## config.mk

```make
export PLATFORM = sky130hd
export DESIGN_NAME = ppu_vblank_dma_flat
export DESIGN_NICKNAME = d
export VERILOG_FILES = /design/src/rtl/ppu_vblank_dma_if.sv /design/src/rtl/ppu_vblank_dma.sv /design/src/flat_wrapper.sv
export SDC_FILE = /design/constraint.sdc
export NUM_CORES = 1
export LEC_CHECK = 0
export ABC_AREA = 0
export CORE_ASPECT_RATIO = 2
export CORE_MARGIN = 2
export CORE_UTILIZATION = 35
export DETAILED_ROUTE_END_ITERATION = 8
export PLACE_DENSITY = 0.61
export SYNTH_ARGS = -nofsm -noshare
export SYNTH_HDL_FRONTEND = slang
export SYNTH_SLANG_ARGS = --single-unit
```

## constraint.sdc

```tcl
create_clock -name clk -period 5.75 [get_ports clk]
set_input_delay 1.15 -clock clk [delete_from_list [all_inputs] [get_ports clk]]
set_output_delay 1.15 -clock clk [all_outputs]
set_load 0.02 [all_outputs]
```

## src/rtl/ppu_vblank_dma_if.sv

```systemverilog
// PPU CPU-side write port, with the vblank irq level the initiator watches.
// The DMA engine is the master; the PPU register file is the slave.
interface ppu_vblank_dma_if;
    logic [11:0] address;
    logic [31:0] write_data;
    logic        write;
    logic        chipselect;
    logic        irq;

    modport master (
        output address,
        output write_data,
        output write,
        output chipselect,
        input  irq
    );

    modport slave (
        input  address,
        input  write_data,
        input  write,
        input  chipselect,
        output irq
    );
endinterface

```

## src/rtl/ppu_vblank_dma.sv

```systemverilog
// Vblank-gated block copy from a local source RAM into PPU address space.
// Reads run ahead into a 2-entry FIFO; PPU writes are issued only while irq is high.
module ppu_vblank_dma #(
    parameter int SRC_AW = 9,
    parameter int LEN_W  = 12
) (
    input  logic              clk,
    input  logic              reset,
    input  logic              cmd_valid,
    output logic              cmd_ready,
    input  logic [SRC_AW-1:0] cmd_src,
    input  logic [11:0]       cmd_dst,
    input  logic [LEN_W-1:0]  cmd_len,
    output logic              src_rd,
    output logic [SRC_AW-1:0] src_addr,
    input  logic [31:0]       src_rdata,
    ppu_vblank_dma_if.master  ppu,
    output logic              busy,
    output logic              done,
    output logic              err
);

    localparam int SUM_W = ((LEN_W > 12) ? LEN_W : 12) + 1;

    typedef enum logic [1:0] {
        ST_IDLE,
        ST_ARM,
        ST_RUN
    } state_t;

    state_t            r_state;
    state_t            w_state_nxt;

    logic              r_irq_q;
    logic [SRC_AW-1:0] r_src_ptr;
    logic [11:0]       r_dst_ptr;
    logic [LEN_W-1:0]  r_rd_left;
    logic [LEN_W-1:0]  r_wr_left;
    logic [31:0]       r_fifo [2];
    logic              r_wr_idx;
    logic              r_rd_idx;
    logic [1:0]        r_occ;
    logic              r_inflight;
    logic [11:0]       r_addr_hold;
    logic [31:0]       r_data_hold;
    logic              r_done;
    logic              r_err;

    logic [SUM_W-1:0]  w_end;
    logic              w_idle_cmd;
    logic              w_reject;
    logic              w_empty_cmd;
    logic              w_start;
    logic              w_rise;
    logic              w_pop;
    logic [2:0]        w_pending;
    logic              w_rd_ok;
    logic              w_src_rd;
    logic              w_last;

    // The 13-bit sum lets dst+len land exactly on 4096 without wrapping.
    assign w_end       = SUM_W'(cmd_dst) + SUM_W'(cmd_len);
    assign w_idle_cmd  = cmd_valid && (r_state == ST_IDLE);
    assign w_reject    = w_idle_cmd && (w_end > SUM_W'(4096));
    assign w_empty_cmd = w_idle_cmd && !w_reject && (cmd_len == '0);
    assign w_start     = w_idle_cmd && !w_reject && (cmd_len != '0);

    assign w_rise    = ppu.irq && !r_irq_q;
    assign w_pop     = (r_state == ST_RUN) && ppu.irq && (r_occ != 2'd0);
    assign w_pending = {1'b0, r_occ} + {2'b00, r_inflight} - {2'b00, w_pop};
    assign w_rd_ok   = ppu.irq && (r_rd_left != '0) && (w_pending < 3'd2);
    assign w_last    = w_pop && (r_wr_left == LEN_W'(1));

    always_ff @(posedge clk) begin
        if (reset) begin
            r_state <= ST_IDLE;
        end else begin
            r_state <= w_state_nxt;
        end
    end

    always_comb begin
        w_state_nxt = r_state;
        w_src_rd    = 1'b0;
        case (r_state)
            ST_IDLE: begin
                if (w_start) w_state_nxt = ST_ARM;
            end
            // Only a fresh rising edge starts a transfer, never a vblank already under way.
            ST_ARM: begin
                if (w_rise) begin
                    w_state_nxt = ST_RUN;
                    w_src_rd    = w_rd_ok;
                end
            end
            ST_RUN: begin
                w_src_rd = w_rd_ok;
                if (w_last) w_state_nxt = ST_IDLE;
            end
            default: w_state_nxt = ST_IDLE;
        endcase
    end

    always_ff @(posedge clk) begin
        if (reset) begin
            r_irq_q     <= 1'b0;
            r_src_ptr   <= '0;
            r_dst_ptr   <= '0;
            r_rd_left   <= '0;
            r_wr_left   <= '0;
            r_wr_idx    <= 1'b0;
            r_rd_idx    <= 1'b0;
            r_occ       <= 2'd0;
            r_inflight  <= 1'b0;
            r_addr_hold <= '0;
            r_data_hold <= '0;
            r_done      <= 1'b0;
            r_err       <= 1'b0;
        end else begin
            r_irq_q    <= ppu.irq;
            r_done     <= w_empty_cmd || w_last;
            r_err      <= w_reject;
            r_inflight <= w_src_rd;
            r_occ      <= r_occ + 2'(r_inflight) - 2'(w_pop);

            if (w_start) begin
                r_src_ptr <= cmd_src;
                r_dst_ptr <= cmd_dst;
                r_rd_left <= cmd_len;
                r_wr_left <= cmd_len;
            end else if (w_src_rd) begin
                r_src_ptr <= r_src_ptr + SRC_AW'(1);
                r_rd_left <= r_rd_left - LEN_W'(1);
            end

            if (r_inflight) r_wr_idx <= ~r_wr_idx;

            if (w_pop) begin
                r_dst_ptr   <= r_dst_ptr + 12'd1;
                r_wr_left   <= r_wr_left - LEN_W'(1);
                r_rd_idx    <= ~r_rd_idx;
                r_addr_hold <= r_dst_ptr;
                r_data_hold <= r_fifo[r_rd_idx];
            end
        end
    end

    // NOTE: FIFO storage is deliberately not reset; r_occ gates every read of it.
    always_ff @(posedge clk) begin
        if (r_inflight) r_fifo[r_wr_idx] <= src_rdata;
    end

    assign cmd_ready      = (r_state == ST_IDLE);
    assign busy           = (r_state != ST_IDLE);
    assign done           = r_done;
    assign err            = r_err;
    assign src_rd         = w_src_rd;
    assign src_addr       = r_src_ptr;
    assign ppu.write      = w_pop;
    assign ppu.chipselect = w_pop;
    assign ppu.address    = w_pop ? r_dst_ptr : r_addr_hold;
    assign ppu.write_data = w_pop ? r_fifo[r_rd_idx] : r_data_hold;

endmodule

```

## src/flat_wrapper.sv

```systemverilog
// flat-port wrapper written by rule: the top's interface ports become plain ports
module ppu_vblank_dma_flat 
#(
    parameter int SRC_AW = 9,
    parameter int LEN_W  = 12
)
  (clk, reset, cmd_valid, cmd_ready, cmd_src, cmd_dst, cmd_len, src_rd, src_addr, src_rdata, busy, done, err, ppu_address, ppu_write_data, ppu_write, ppu_chipselect, ppu_irq);
  ppu_vblank_dma_if ppu_i ();
  input  logic clk;
  input  logic reset;
  input  logic cmd_valid;
  output logic cmd_ready;
  input  logic [SRC_AW-1:0] cmd_src;
  input  logic [11:0] cmd_dst;
  input  logic [LEN_W-1:0] cmd_len;
  output logic src_rd;
  output logic [SRC_AW-1:0] src_addr;
  input  logic [31:0] src_rdata;
  output logic busy;
  output logic done;
  output logic err;
  output wire logic [$bits(ppu_i.address)-1:0] ppu_address;
  output wire logic [$bits(ppu_i.write_data)-1:0] ppu_write_data;
  output wire logic [$bits(ppu_i.write)-1:0] ppu_write;
  output wire logic [$bits(ppu_i.chipselect)-1:0] ppu_chipselect;
  input wire logic [$bits(ppu_i.irq)-1:0] ppu_irq;
  assign ppu_address = ppu_i.address;
  assign ppu_write_data = ppu_i.write_data;
  assign ppu_write = ppu_i.write;
  assign ppu_chipselect = ppu_i.chipselect;
  assign ppu_i.irq = ppu_irq;
  ppu_vblank_dma #(.SRC_AW(SRC_AW), .LEN_W(LEN_W)) u_core (.clk(clk), .reset(reset), .cmd_valid(cmd_valid), .cmd_ready(cmd_ready), .cmd_src(cmd_src), .cmd_dst(cmd_dst), .cmd_len(cmd_len), .src_rd(src_rd), .src_addr(src_addr), .src_rdata(src_rdata), .ppu(ppu_i), .busy(busy), .done(done), .err(err));
endmodule
```

==> results.sh <==
export IMPL_run_status="finished, final reports clean"
export IMPL_met3WireLength_um=569
export IMPL_fp_dieW_um=108
export IMPL_slowest_stage_cell_cp="clkdlybuf4s50_1"
export IMPL_dieHeight_um=211
export IMPL_crit_arrival_ns=4.10
export IMPL_fin_crit_sh_pct=91.2
export IMPL_area_growth_synth_to_final_pct=28.2
export IMPL_first_global_vias=5827
export IMPL_dr_pass1_iters=4
export IMPL_post_cts_setup_buffer_count=0
export IMPL_seq_area_frac_synth_pct=52.1
export IMPL_timing_final_crit_period_ns=5.25
export IMPL_final_standard_cell_utilization_of_the_core_pct=45.9
export IMPL_grt_antenna_before_repair=0
export IMPL_worst_path_max_fanout=5
export IMPL_cts_root_buf="clkbuf_16"
export IMPL_gp_congestion=0.913
export IMPL_cts_resized=0
export IMPL_number_of_flip_flops_and_latches_in_the_synthesized_netlist=164
export IMPL_hp_class="register to register"
export IMPL_preCtsSetupSlack_ns=0.492
export IMPL_clock_sinks=164
export IMPL_netlist_area_leader_share_pct=26.6
export IMPL_detailroute_via_count=5885
export IMPL_design_final_nets=961
export IMPL_global_route_overflow_total=0
export IMPL_viasPerCell=5.12
export IMPL_starting_utilization_of_the_core_area_pct=35.8
export IMPL_cts_clk_slew_worst_paths_ns=0.06
export IMPL_number_of_hold_violations_in_the_final_report=0
export IMPL_max_clock_path_buffers=2
export IMPL_path_type_of_the_worst_setup_path="input pin to primary output"
export IMPL_count_of_flip_flops_with_a_built_in_enable_after_synthesis=64
export IMPL_pin_count=129
export IMPL_detail_route_iter0_violations=286
export IMPL_fp_row_count=75
export IMPL_cp_end_kind="primary output"
export IMPL_power_density_mw_per_mm2=289
export IMPL_total_clock_buffers_created_by_cts=17
export IMPL_max_cap_violations=0
export IMPL_synth_top_cells_by_count="dfxtp_1, nand2_1, edfxtp_1, a21oi_1"
export IMPL_clkLatencyLatePin_ns=0.42
export IMPL_synth_most_common_cell="dfxtp_1"
export IMPL_synth_compound_area_share_pct=14.5
export IMPL_ir_worst_vdd_uv=257
export IMPL_yosys_warnings=0
export IMPL_simple_gate_fraction_of_synth_area_pct=17.7
export IMPL_slew_headroom_pct=19.8
export IMPL_tritoncts="built"
export IMPL_drt_total_wl_um=19300
export IMPL_port_buffers=128
export IMPL_postSynth_asyncResetShare_pct=0
export IMPL_synthAdderAreaFrac_pct=4.19
export IMPL_synthXorXnorAreaFrac_pct=2.44
export IMPL_synth_flop_cell="dfxtp_1"
export IMPL_synth_top_family_by_area="simple AND/OR/NAND/NOR gates"
export IMPL_grt_total_usage_pct=17.2
export IMPL_synthMuxAreaShare_pct=5.38
export IMPL_fraction_of_final_layout_cells_sized_beyond_drive_strength_1_pct=7.15
export IMPL_timing_critical_path_cells="clkdlybuf4s50_1 > o211ai_1 > clkinv_1 > ha_1 > inv_1 > ha_1 > fa_1 > xnor2_1 > nor4_1 > o31a_1 > clkdlybuf4s50_1"
export IMPL_yosysTopAreaCell="dfxtp_1"
export IMPL_post_route_drc_count=0
export IMPL_placedCellCount=1118
export IMPL_htree_levels=4
export IMPL_final_setup_worst_slack_ns=0.504
export IMPL_core_area_mm2=0.0210
export IMPL_route_layer_met1_wl_um=7260
export IMPL_netlist_area_mm2=0.00753
export IMPL_cts_hold_fix_buffers=0
export IMPL_worst_path_largest_cell_delay_ns=0.63
export IMPL_postSynthNetCount=843
export IMPL_final_setup_skew_ns=0.0127
export IMPL_finalSetupViolations=0
export IMPL_worst_margin_pin_slew_ns=1.20
export IMPL_die_area_mm2=0.0228
export IMPL_routed_wl_met2_um=10600
export IMPL_max_clock_freq_mhz=191
export IMPL_route_top_layer_used="met4"
export IMPL_synth_top_cells_by_area="dfxtp_1, edfxtp_1, nand2_1, mux2i_1, ha_1"
export IMPL_kind_of_start_point_of_the_critical_path="input pin"
export IMPL_synthesis_instances=750
export IMPL_synthesis_area_per_instance_um2=10.0
export IMPL_cell_count_final_fillers_out=1150
export IMPL_grt_first_pass_wirelength_um=30000
export IMPL_diodes=0
export IMPL_timing_setup_tns_ns=0
export IMPL_maximum_number_of_pins_on_one_net_before_global_route_repair=66
export IMPL_max_transition_viols_final=0
export IMPL_ant_nets=0
export IMPL_cp_data_required_time_ns=4.60
export IMPL_post_drt_wl_per_cell_um=16.8
export IMPL_rsz0062_at_grt="false"
export IMPL_p_leak_nw=3.38
export IMPL_dp_hpwl_um=13900
export IMPL_post_synth_num_cell_types=73
worst max-delay path, delay by kind of cell:
kind	cells	cell delay, ns
fa+ha+maj	3	0.83
compound gates	2	0.38
xor+xnor	1	0.15
simple gates	1	0.32
buf+inv	4	1.27
layout by cell type, fill, tap and decap left out, types with 13 or more instances in the layout:
master	n
clkdlybuf4s50_1	127
ha_1	22
buf_4	13
a211oi_1	23
a21oi_1	48
edfxtp_1	64
nor2_1	42
mux2i_1	36
nand3_1	31
dfxtp_1	99
clkbuf_16	17
inv_1	24
nand2_1	99
o21ai_0	39
nor2b_1	41
cell families (layout without fill, tap and decap cells):
group,count (synthesis),in the layout
mux,40,40
fa+ha+maj,24,24
buf+inv,67,198
simple gates,270,270
flops,164,164
compound gates,164,164
xor+xnor,21,21
state kept, by name (all words and copies together), names as in the netlist, 2 cells and up, named ones only:
| signal | cells |
|---|---|
| u_core.r_addr_hold | 12 |
| u_core.r_data_hold | 32 |
| u_core.r_wr_left | 12 |
| u_core.r_occ | 2 |
| u_core.src_addr | 9 |
| u_core.r_state | 2 |
| u_core.r_rd_left | 12 |
| u_core.r_fifo | 64 |
| u_core.r_dst_ptr | 12 |
power breakdown:
part	total [mW]	internal [mW]	switching, mW
combinational	0.382	0.172	0.210
clock	1.12	0.615	0.506
sequential	1.29	1.25	0.0410
total	2.79	2.04	0.757
path summary, 6_finish.rpt:
path	startpoint	end	slack (ns)	cells after the start
worst max-delay path	ppu_irq	src_rd	0.50	11
worst min-delay path	u_core.r_addr_hold[0]$_SDFF_PP0_	u_core.r_addr_hold[0]$_SDFF_PP0_	0.46	2
worst max register to register	u_core.r_state[0]$_SDFFE_PP0P_	u_core.r_rd_left[9]$_SDFFE_PP0P_	1.96	16
worst min register to register	u_core.r_addr_hold[0]$_SDFF_PP0_	u_core.r_addr_hold[0]$_SDFF_PP0_	0.46	2
per-layer routing:
layer	vias to the layer above	GRT usage (%)
met5	-	0
met4	0	10.6
met3	42	2.40
met2	131	32.1
met1	2778	17.6
li1	2934	-
stage by stage:
step           hold slack, ns  instance area [µm²]  total power, mW
5_1_grt                 0.479                 9650             2.91
3_3_place_gp            0.451                 9070             1.69
4_1_cts                 0.465                 9650             2.83
2_1_floorplan           0.444                 7530             1.55
3_5_place_dp            0.456                 9070             1.70
6_report                0.464                 9650             2.79
layout make-up:
class / count / area (µm²)
clock inverter: 15 / 159
fill: 2041 / 11400
sequential: 164 / 3930
tap: 269 / 337
inverter: 26 / 97.6
timing repair buffer: 140 / 1370
multi-input combinational: 519 / 3340
clock buffer: 17 / 425
No activity file was read; power rests on OpenSTA's default activity.
